[config.mk]
export PLATFORM = sky130hd
export DESIGN_NAME = fetch_sequencer
export DESIGN_NICKNAME = d
export VERILOG_FILES = /design/src/rtl/nibbler_pkg.sv /design/src/rtl/fetch_sequencer.sv
export SDC_FILE = /design/constraint.sdc
export NUM_CORES = 1
export LEC_CHECK = 0
export BUFFER_PORTS_ARGS = -buffer_cell sky130_fd_sc_hd__buf_2
export CORE_MARGIN = 3
export CORE_UTILIZATION = 45
export CTS_CLUSTER_SIZE = 8
export DETAILED_ROUTE_END_ITERATION = 12
export MAX_ROUTING_LAYER = met4
export PLACE_DENSITY = 0.71
export SLEW_MARGIN = 20
export SYNTH_ARGS = -nofsm -noshare
export SYNTH_HDL_FRONTEND = slang
export SYNTH_SLANG_ARGS = --single-unit
[constraint.sdc]
create_clock -name clk -period 1.75 [get_ports clk]
set_clock_uncertainty 0.2 [all_clocks]
set_input_delay 0.2625 -clock clk [delete_from_list [all_inputs] [get_ports clk]]
set_output_delay 0.2625 -clock clk [all_outputs]
set_load 0.01 [all_outputs]
[src/rtl/nibbler_pkg.sv]
// rtl/nibbler_pkg.sv - shared widths, fetch state encoding and long-opcode decode for the fetch stage
package nibbler_pkg;

    localparam int ADDR_W = 12;
    localparam int DATA_W = 8;
    localparam logic [3:0] LONG_OP_MIN = 4'hA;

    typedef enum logic {
        ST_OP  = 1'b0,
        ST_ARG = 1'b1
    } fetch_state_t;

    function automatic logic is_long_op(input logic [3:0] opc);
        return opc >= LONG_OP_MIN;
    endfunction

endpackage

[src/rtl/fetch_sequencer.sv]
// rtl/fetch_sequencer.sv - PC and instruction fetch stage for one- and two-byte instructions
// Optional macro FETCH_HALT_EN adds a halt input that freezes all fetch state.
module fetch_sequencer
    import nibbler_pkg::*;
#(
    parameter logic [ADDR_W-1:0] RESET_VECTOR = '0
) (
    input  logic              clk,
    input  logic              reset,
    input  logic              phase,
    input  logic [DATA_W-1:0] rom_data,
    input  logic              jump_take,
`ifdef FETCH_HALT_EN
    input  logic              halt,
`endif
    output logic [ADDR_W-1:0] rom_addr,
    output logic [DATA_W-1:0] instr,
    output logic [DATA_W-1:0] operand,
    output logic              exec_en
);

    logic [ADDR_W-1:0] pc_q, pc_d;
    logic [DATA_W-1:0] ir_q, ir_d;
    logic [DATA_W-1:0] opr_q, opr_d;
    fetch_state_t      state_q, state_d;
    logic              ready_q, ready_d;
    logic              hold;

`ifdef FETCH_HALT_EN
    assign hold = halt;
`else
    assign hold = 1'b0;
`endif

    always_ff @(posedge clk) begin
        if (reset) begin
            pc_q    <= RESET_VECTOR;
            ir_q    <= '0;
            opr_q   <= '0;
            state_q <= ST_OP;
            ready_q <= 1'b0;
        end else begin
            pc_q    <= pc_d;
            ir_q    <= ir_d;
            opr_q   <= opr_d;
            state_q <= state_d;
            ready_q <= ready_d;
        end
    end

    always_comb begin
        pc_d    = pc_q;
        ir_d    = ir_q;
        opr_d   = opr_q;
        state_d = state_q;
        ready_d = ready_q;
        if (!hold) begin
            if (!phase) begin
                // Fetch slot: a long opcode waits one more fetch slot for its operand byte
                if (state_q == ST_OP) begin
                    ir_d = rom_data;
                    if (is_long_op(rom_data[7:4])) begin
                        ready_d = 1'b0;
                        state_d = ST_ARG;
                    end else begin
                        ready_d = 1'b1;
                    end
                end else begin
                    opr_d   = rom_data;
                    ready_d = 1'b1;
                    state_d = ST_OP;
                end
            end else begin
                if (ready_q && is_long_op(ir_q[7:4]) && jump_take) begin
                    pc_d = {ir_q[3:0], opr_q};
                end else begin
                    pc_d = pc_q + 1'b1;
                end
                ready_d = 1'b0;
            end
        end
    end

    assign rom_addr = pc_q;
    assign instr    = ir_q;
    assign operand  = opr_q;
    assign exec_en  = phase & ready_q & ~hold;

endmodule
# After elaboration in Yosys (flattened, before gate mapping)
# Cells that the tools add are included.
[word_totals]
register_bits = 30
in_bits = 12
word_cells = 21
[classes]
n_addsub = 1
magnitude_cmp = 2
mux = 5
n_bitwise = 3
reduce_logical = 5
[op_table]
columns = ["op", "count"]
rows = [
  ["12-bit by 1-bit adder with 12-bit output, second input constant", 1],
  ["12-bit two-way mux", 1],
  ["4-bit greater-or-equal comparator, second input constant", 2],
  ["1-bit two-way mux", 4],
  ["2-bit AND reduction", 2],
  ["1-bit logical AND", 2],
  ["1-bit inverter", 2],
  ["2-bit OR reduction", 1],
  ["1-bit AND", 1],
]

# Logic depth before layout (Yosys ltp)
# Gate-level depths: netlist of run 1.
[depth]
depth_word = 4
depth_mapped = 5
ltp_nobuf = 5

# Worst setup path before layout of run 1
# OpenSTA, ideal clock, no wires.
[synth_timing]
path_kind = "register -> register"
start = "reg ir_q[5], in the netlist instr[5]"
end = "reg pc_q[7], in the netlist rom_addr[7]"
t_arrival_ps = 1286
required_time_ps = 1414
path_slack_ps = 128
stages_incl_launch_ff = 5
path_buffers = 0
period_less_slack_ps = 1622
cell_sequence = "dfxtp_1 o2111a_2 or4_4 o21ai_2 a211oi_1"
[synth_via]
elab_chain_len = 4
[synth_rtl]
columns = ["item", "line", "text"]
rows = [
  ["start: declaration", "fetch_sequencer.sv:23", "logic [DATA_W-1:0] ir_q, ir_d;"],
  ["start signal: assignment", "fetch_sequencer.sv:44", "ir_q <= ir_d;"],
  ["4-bit greater-or-equal comparator", "nibbler_pkg.sv:14", "return opc >= LONG_OP_MIN;"],
  ["1-bit logical AND (2 in a row)", "fetch_sequencer.sv:74", "if (ready_q && is_long_op(ir_q[7:4]) && jump_take) begin"],
  ["12-bit two-way mux", "fetch_sequencer.sv:74", ""],
  ["end signal: assignment", "fetch_sequencer.sv:43", "pc_q <= pc_d;"],
  ["end: declaration", "fetch_sequencer.sv:22", "logic [ADDR_W-1:0] pc_q, pc_d;"],
]
# No other way between the ends.
# A chain may end at the register's enable or synchronous reset.

# Final worst setup path of run 1
# Ends and elaborated chain as after synthesis.

==> run summary, run 1 <==
Setup-failing EPs final = 0
RePlAce Congestion = 0.882
Post-Syn Nets = 182
Fillers = 266
Post-route setup slack = 0.0920 ns
Root Buffer Master = clkbuf_4
Syn Std Cell Area = 1400 um^2
Port bufs = 40
Critical Path Source = instr[5]
First-pass DRT Iterations = 4
Power per cell area = 724 nW/um^2
Gr ovfl total = 0
Clock Tree Buf Depth = 2
CTS tree = done
Initial core utilization = 0.492
Via density = 5.87
Ys async rst share = 0
Initial antenna violation count = 0
Crit share post-route = 0.947
Mean area per synthesized cell = 8.31 um^2
Crit path buf inv count = 0
Critical Path RT = 1.75 ns
Die area = 3830 um^2
Peak supply drop = 0.556 mV
Setup crit start kind = flop
Post-CTS Setup Inserts = 0
TritonCTS Buffers = 5
Layout cell share with drive strength beyond 1 = 0.302
Setup WS pre-CTS = -0.0193 ns
IO Pins = 41
CP peak stage delay = 0.52 ns
Hold path depth = 3
CP Class = reg -> reg
Unique masters post-synth = 37
WL final = 3.94 mm
CP Capture Type = flop
Worst-skew pair later-pin latency = 0.33 ns
Drc violations = 0
H-tree lvl count = 2
Critical path cell sequence = o2111a_2 > or4_4 > o21ai_2 > a211oi_1
Slew @ Worst Pin = 0.486 ns
Largest net degree at the start of global routing = 31
Final nets = 234
Top_reg_cell synth = dfxtp_1
Post-DRT Antenna Nets = 0
Most frequent cells in the layout = buf_2 (40), dfxtp_1 (28), nand2_1 (18), a21oi_1 (18), o21ai_0 (14)
Family with the most delay on the worst path = simple AND/OR/NAND/NOR gates
R2R setup slack = 0.09 ns
Worst-path clk slew = 0.09 ns
Post-Synthesis Cells = 169
Run status = complete, no violations
Die width = 61.9 um
MaxCap Viol Count = 0
Post-synthesis sequential area ratio = 0.428
Fmax = 0.603 GHz
WHS = 0.0178 ns
FF-to-FF Start = instr[5]
Gr usage total = 0.227
First-pass GRT wire length = 6.20 mm
Detailed placement HPWL = 2.71 mm
Vias post-DR = 1,486
Top cell type's share of synthesized area = 0.428
CP Max Fanout = 7
Min-delay src = rom_data[3]
# clock sinks = 30
Ys Warns = 0
Worst slew margin = 0.676
Worst r2r path cells = 4
#FFs+latches synth = 30
DRT iter0 DRCs = 99
Max-slew violations = 0
Leakage = 0.747 nW
Rows = 19
Final Hold Viols = 0
Worst min path class = in -> reg
Clock period minus worst slack = 1.66 ns
WP data arrival = 1.65 ns
Drt wl/cell = 15.6 um
Core ar. = 2850 um^2
P&R area growth vs syn = 28.9%
Largest area contributor in the netlist = dfxtp_1
Slowest-stage cell, CP = or4_4
Vias in the first global route = 1,328
Chip Height = 61.9 um
Critical Path Stages = 4
Post-synth EDFFs = 0
Ranking of synthesized cells by area = dfxtp_1 (43%), a21oi_1 (6.4%), mux2i_1 (6.4%), o21ai_0 (5.0%), nand2_1 (4.8%)
Most common cell after layout, fill and taps aside = buf_2
ANT cells = 0
==> worst paths after layout <==
| check | endpoint |
|---|---|
| min | operand[3] |
| min reg2reg | rom_addr[1] |
| max reg2reg | rom_addr[7] |
| max | rom_addr[7] |
==> cell families (layout without fill, tap and decap cells) <==
| logic type | Yosys count | in the layout | synth area share |
|---|---|---|---|
| flip-flops | 30 | 30 | 0.428 |
| AO/OA/AOI/OAI | 51 | 51 | 0.225 |
| adder cells (fa/ha/maj) | 1 | 1 | 0.00891 |
| buffers and inverters | 15 | 68 | 0.0446 |
| AND/OR/NAND/NOR | 61 | 61 | 0.214 |
| multiplexers | 11 | 11 | 0.0802 |
==> tightest hold or removal path, cell delays in order <==
cell	delay [ns]
buf_2	0.10
mux2i_1	0.07
nor2_1	0.08
==> state kept, by name (all words and copies together) (netlist names) <==
| signal | flops |
|---|---|
| instr | 8 |
| operand | 8 |
| ready_q | 1 |
| rom_addr | 12 |
| state_q | 1 |
==> per-stage QoR <==
step           utilization  TNS [ns]  power [mW]  instances  instance area, um^2
6_report             0.634         0        1.31        253                 1810
2_1_floorplan            -         0       0.815        169                 1400
3_5_place_dp         0.586   -0.0193       0.877        239                 1670
5_1_grt              0.634  -0.00742        1.37        253                 1810
3_3_place_gp         0.586         0       0.872        239                 1670
4_1_cts              0.625         0        1.30        252                 1780
==> synthesized netlist by cell type (2+ instances only) <==
cell / instances
a211oi_1: 2
a21boi_0: 2
a21oi_1: 18
a31oi_1: 3
buf_2: 2
clkbuf_1: 8
dfxtp_1: 30
inv_1: 4
mux2_2: 2
mux2i_1: 9
nand2_1: 18
nand2b_1: 2
nand3_1: 3
nand3b_1: 2
nand4_1: 3
nor2_1: 13
nor2b_1: 3
nor3_1: 7
nor4_1: 4
o21ai_0: 14
o32ai_1: 3
or3_1: 2
==> power by group <==
group / total [mW] / switching [mW] / internal (mW)
Sequential: 0.728 / 0.0219 / 0.706
Combinational: 0.147 / 0.0844 / 0.0631
Clock: 0.434 / 0.240 / 0.194
Total: 1.31 / 0.346 / 0.963
==> timing repair <==
item                                   4_1_cts  5_1_grt
setup endpoints to repair                    1        4
endpoints found under the hold margin        7        1
resized for setup                            1        4
hold buffers                                 5        1
pin swaps                                    1        0
==> per-layer routing <==
layer  routed length (um)  vias up  track usage  share of wire
met3                  237       10       0.0434          0.060
met5                    0        -            -              0
met4                   55        0       0.0818          0.014
li1                     -      723            -              -
met2                 1930       64        0.356           0.49
met1                 1710      689        0.291           0.44
==> area by class of cell <==
type,instances,area [um^2],share of cell area
timing repair buffer,56,335,0.185
sequential,30,603,0.333
clock inverter,1,5.00,0.00277
tap,31,38.8,0.0214
clock buffer,7,55.1,0.0304
multi-input combinational,124,757,0.418
inverter,4,15.0,0.00830
Power figures use the tool's default switching activity.
==> run 2: changes to the inputs <==
--- a/config.mk
+++ b/config.mk
@@ -10,7 +10,6 @@
 export CORE_UTILIZATION = 45
 export CTS_CLUSTER_SIZE = 8
 export DETAILED_ROUTE_END_ITERATION = 12
-export MAX_ROUTING_LAYER = met4
 export PLACE_DENSITY = 0.71
 export SLEW_MARGIN = 20
 export SYNTH_ARGS = -nofsm -noshare
==> run 2 against run 1 <==
Effect of this change: wire length decreased by 0.86%; first-iteration DRC count rose by 3.0%; utilization is the same; global-route usage fell by 0.59 points; clock power hardly changed; critical path depth is 1 higher; sequential power about the same; register-to-register slack is essentially flat; die area is the same; non-clock buffer count did not move; largest cell class unchanged; highest routed layer unchanged.
==> run summary, run 2 (same netlist as run 1, synthesis figures left out) <==
Clock period minus worst slack = 1.67 ns
FF-to-FF Start = rom_addr[0]
Internal power = 963 uW
Via density = 5.91
Worst-path clk slew = 0.10 ns
R2R setup slack = 0.08 ns
Reg area = 603 um^2
Gr ovfl total = 0
Chip Height = 61.9 um
Critical Path Source = rom_addr[0]
Sw frac = 0.262
Die width = 61.9 um
Root Buffer Master = clkbuf_4
Worst min path class = in -> reg
Setup_tns = 0 ns
Worst-skew pair later-pin latency = 0.33 ns
Final Hold Viols = 0
Gr usage total = 0.221
Max-slew violations = 0
Final nets = 234
Worst r2r path cells = 5
Setup crit start kind = flop
CP Capture Type = flop
# clock sinks = 30
Combinational share of power = 0.112
Worst slew margin = 0.679
WHS = 0.0211 ns
Power per cell area = 722 nW/um^2
Drt wl/cell = 15.4 um
Fillers = 266
H-tree lvl count = 2
IO Pins = 41
Setup-failing EPs final = 0
First-pass GRT wire length = 6.24 mm
WL final = 3.90 mm
TritonCTS Buffers = 5
Clock power frac = 0.330
Drc violations = 0
Leakage = 0.747 nW
Largest net degree at the start of global routing = 31
Clock Tree Buf Depth = 2
NetSw = 342 uW
Fmax = 0.598 GHz
Initial core utilization = 0.492
Critical Path RT = 1.77 ns
Pwr Total = 1.31 mW
Detailed placement HPWL = 2.71 mm
Core ar. = 2850 um^2
Slew @ Worst Pin = 0.480 ns
Crit share post-route = 0.955
Vias post-DR = 1,496
Vias in the first global route = 1,322
P&R area growth vs syn = 28.9%
WP data arrival = 1.69 ns
FF-to-FF End = rom_addr[8]
Rows = 19
Most frequent cells in the layout = buf_2 (40), dfxtp_1 (28), nand2_1 (18), a21oi_1 (18), o21ai_0 (14)
CTS tree = done
Post-CTS Setup Inserts = 0
Run status = complete, no violations
Peak supply drop = 0.549 mV
Layout cell share with drive strength beyond 1 = 0.302
Multi-input gate area = 757 um^2
DRT iter0 DRCs = 102
Worst setup endpoint = rom_addr[8]
Most common cell after layout, fill and taps aside = buf_2
MaxCap Viol Count = 0
ANT cells = 0
RePlAce Congestion = 0.868
Initial antenna violation count = 0
CP Class = reg -> reg
Die area = 3830 um^2
First-pass DRT Iterations = 6
Port bufs = 40
Power share of the sequential group = 0.557
Post-DRT Antenna Nets = 0
Max FFs per register = 12
CP Max Fanout = 7
-- run 2: power by group through the flow --
| stage | logic [mW] | clock network, mW | registers, mW |
|---|---|---|---|
| final | 0.147 | 0.431 | 0.727 |
| after global routing | 0.161 | 0.478 | 0.732 |
| after CTS | 0.144 | 0.432 | 0.727 |
| after detailed placement | 0.135 | 0 | 0.742 |
| after global placement | 0.133 | 0 | 0.739 |
| after floorplan | 0.0678 | 0 | 0.747 |
-- run 2: how the worst min path moves through the flow --
| stage | slack, ns | depth (start not counted) | startpoint | endpoint |
|---|---|---|---|---|
| after floorplan | 0.20 | 2 | rom_data[0] | instr[0] |
| after global placement | 0.26 | 2 | instr[4] | instr[4] |
| after detailed placement | 0.30 | 2 | instr[2] | instr[2] |
| after CTS | 0.006 | 3 | rom_data[1] | instr[1] |
| after global routing | 0.008 | 3 | rom_data[3] | operand[3] |
| final | 0.02 | 3 | rom_data[3] | instr[3] |
-- run 2: critical path, cell delays in order (launching register included) --
cell and delay [ns]:
dfxtp_2 0.40, ha_1 0.23, nand3_2 0.17, nor4_1 0.23, mux2i_1 0.13, o32ai_1 0.19
-- run 2: area by class of cell --
type	instances	share of cell area
Inverter	4	0.00830
Clock inverter	1	0.00277
Timing Repair Buffer	56	0.185
Sequential cell	30	0.333
Multi-Input combinational cell	124	0.418
Clock buffer	7	0.0304
Tap cell	31	0.0214
-- run 2: routing by layer --
metal	global-route usage	up-vias	wire [um]
li1	-	722	-
met1	0.292	688	1670
met5	0	-	0
met4	0.0818	0	90
met3	0.0455	12	254
met2	0.356	74	1890
-- run 2: per-stage QoR --
stage               setup slack [ns]  cell area [um^2]  std cells  utilization
finish                        0.0783              1810        253        0.634
global route                -0.00742              1810        253        0.634
CTS                           0.0417              1780        252        0.625
detailed placement           -0.0193              1670        239        0.586
global placement               0.120              1670        239        0.586
floorplan                      0.128              1400        169            -
-- run 2: what timing repair did --
item | CTS | global route
hold endpoints to repair | 7 | 1
resized for setup | 1 | 4
hold buffers | 5 | 1
gates cloned | 0 | 0
setup endpoints to repair | 1 | 4
pin swaps | 1 | 0
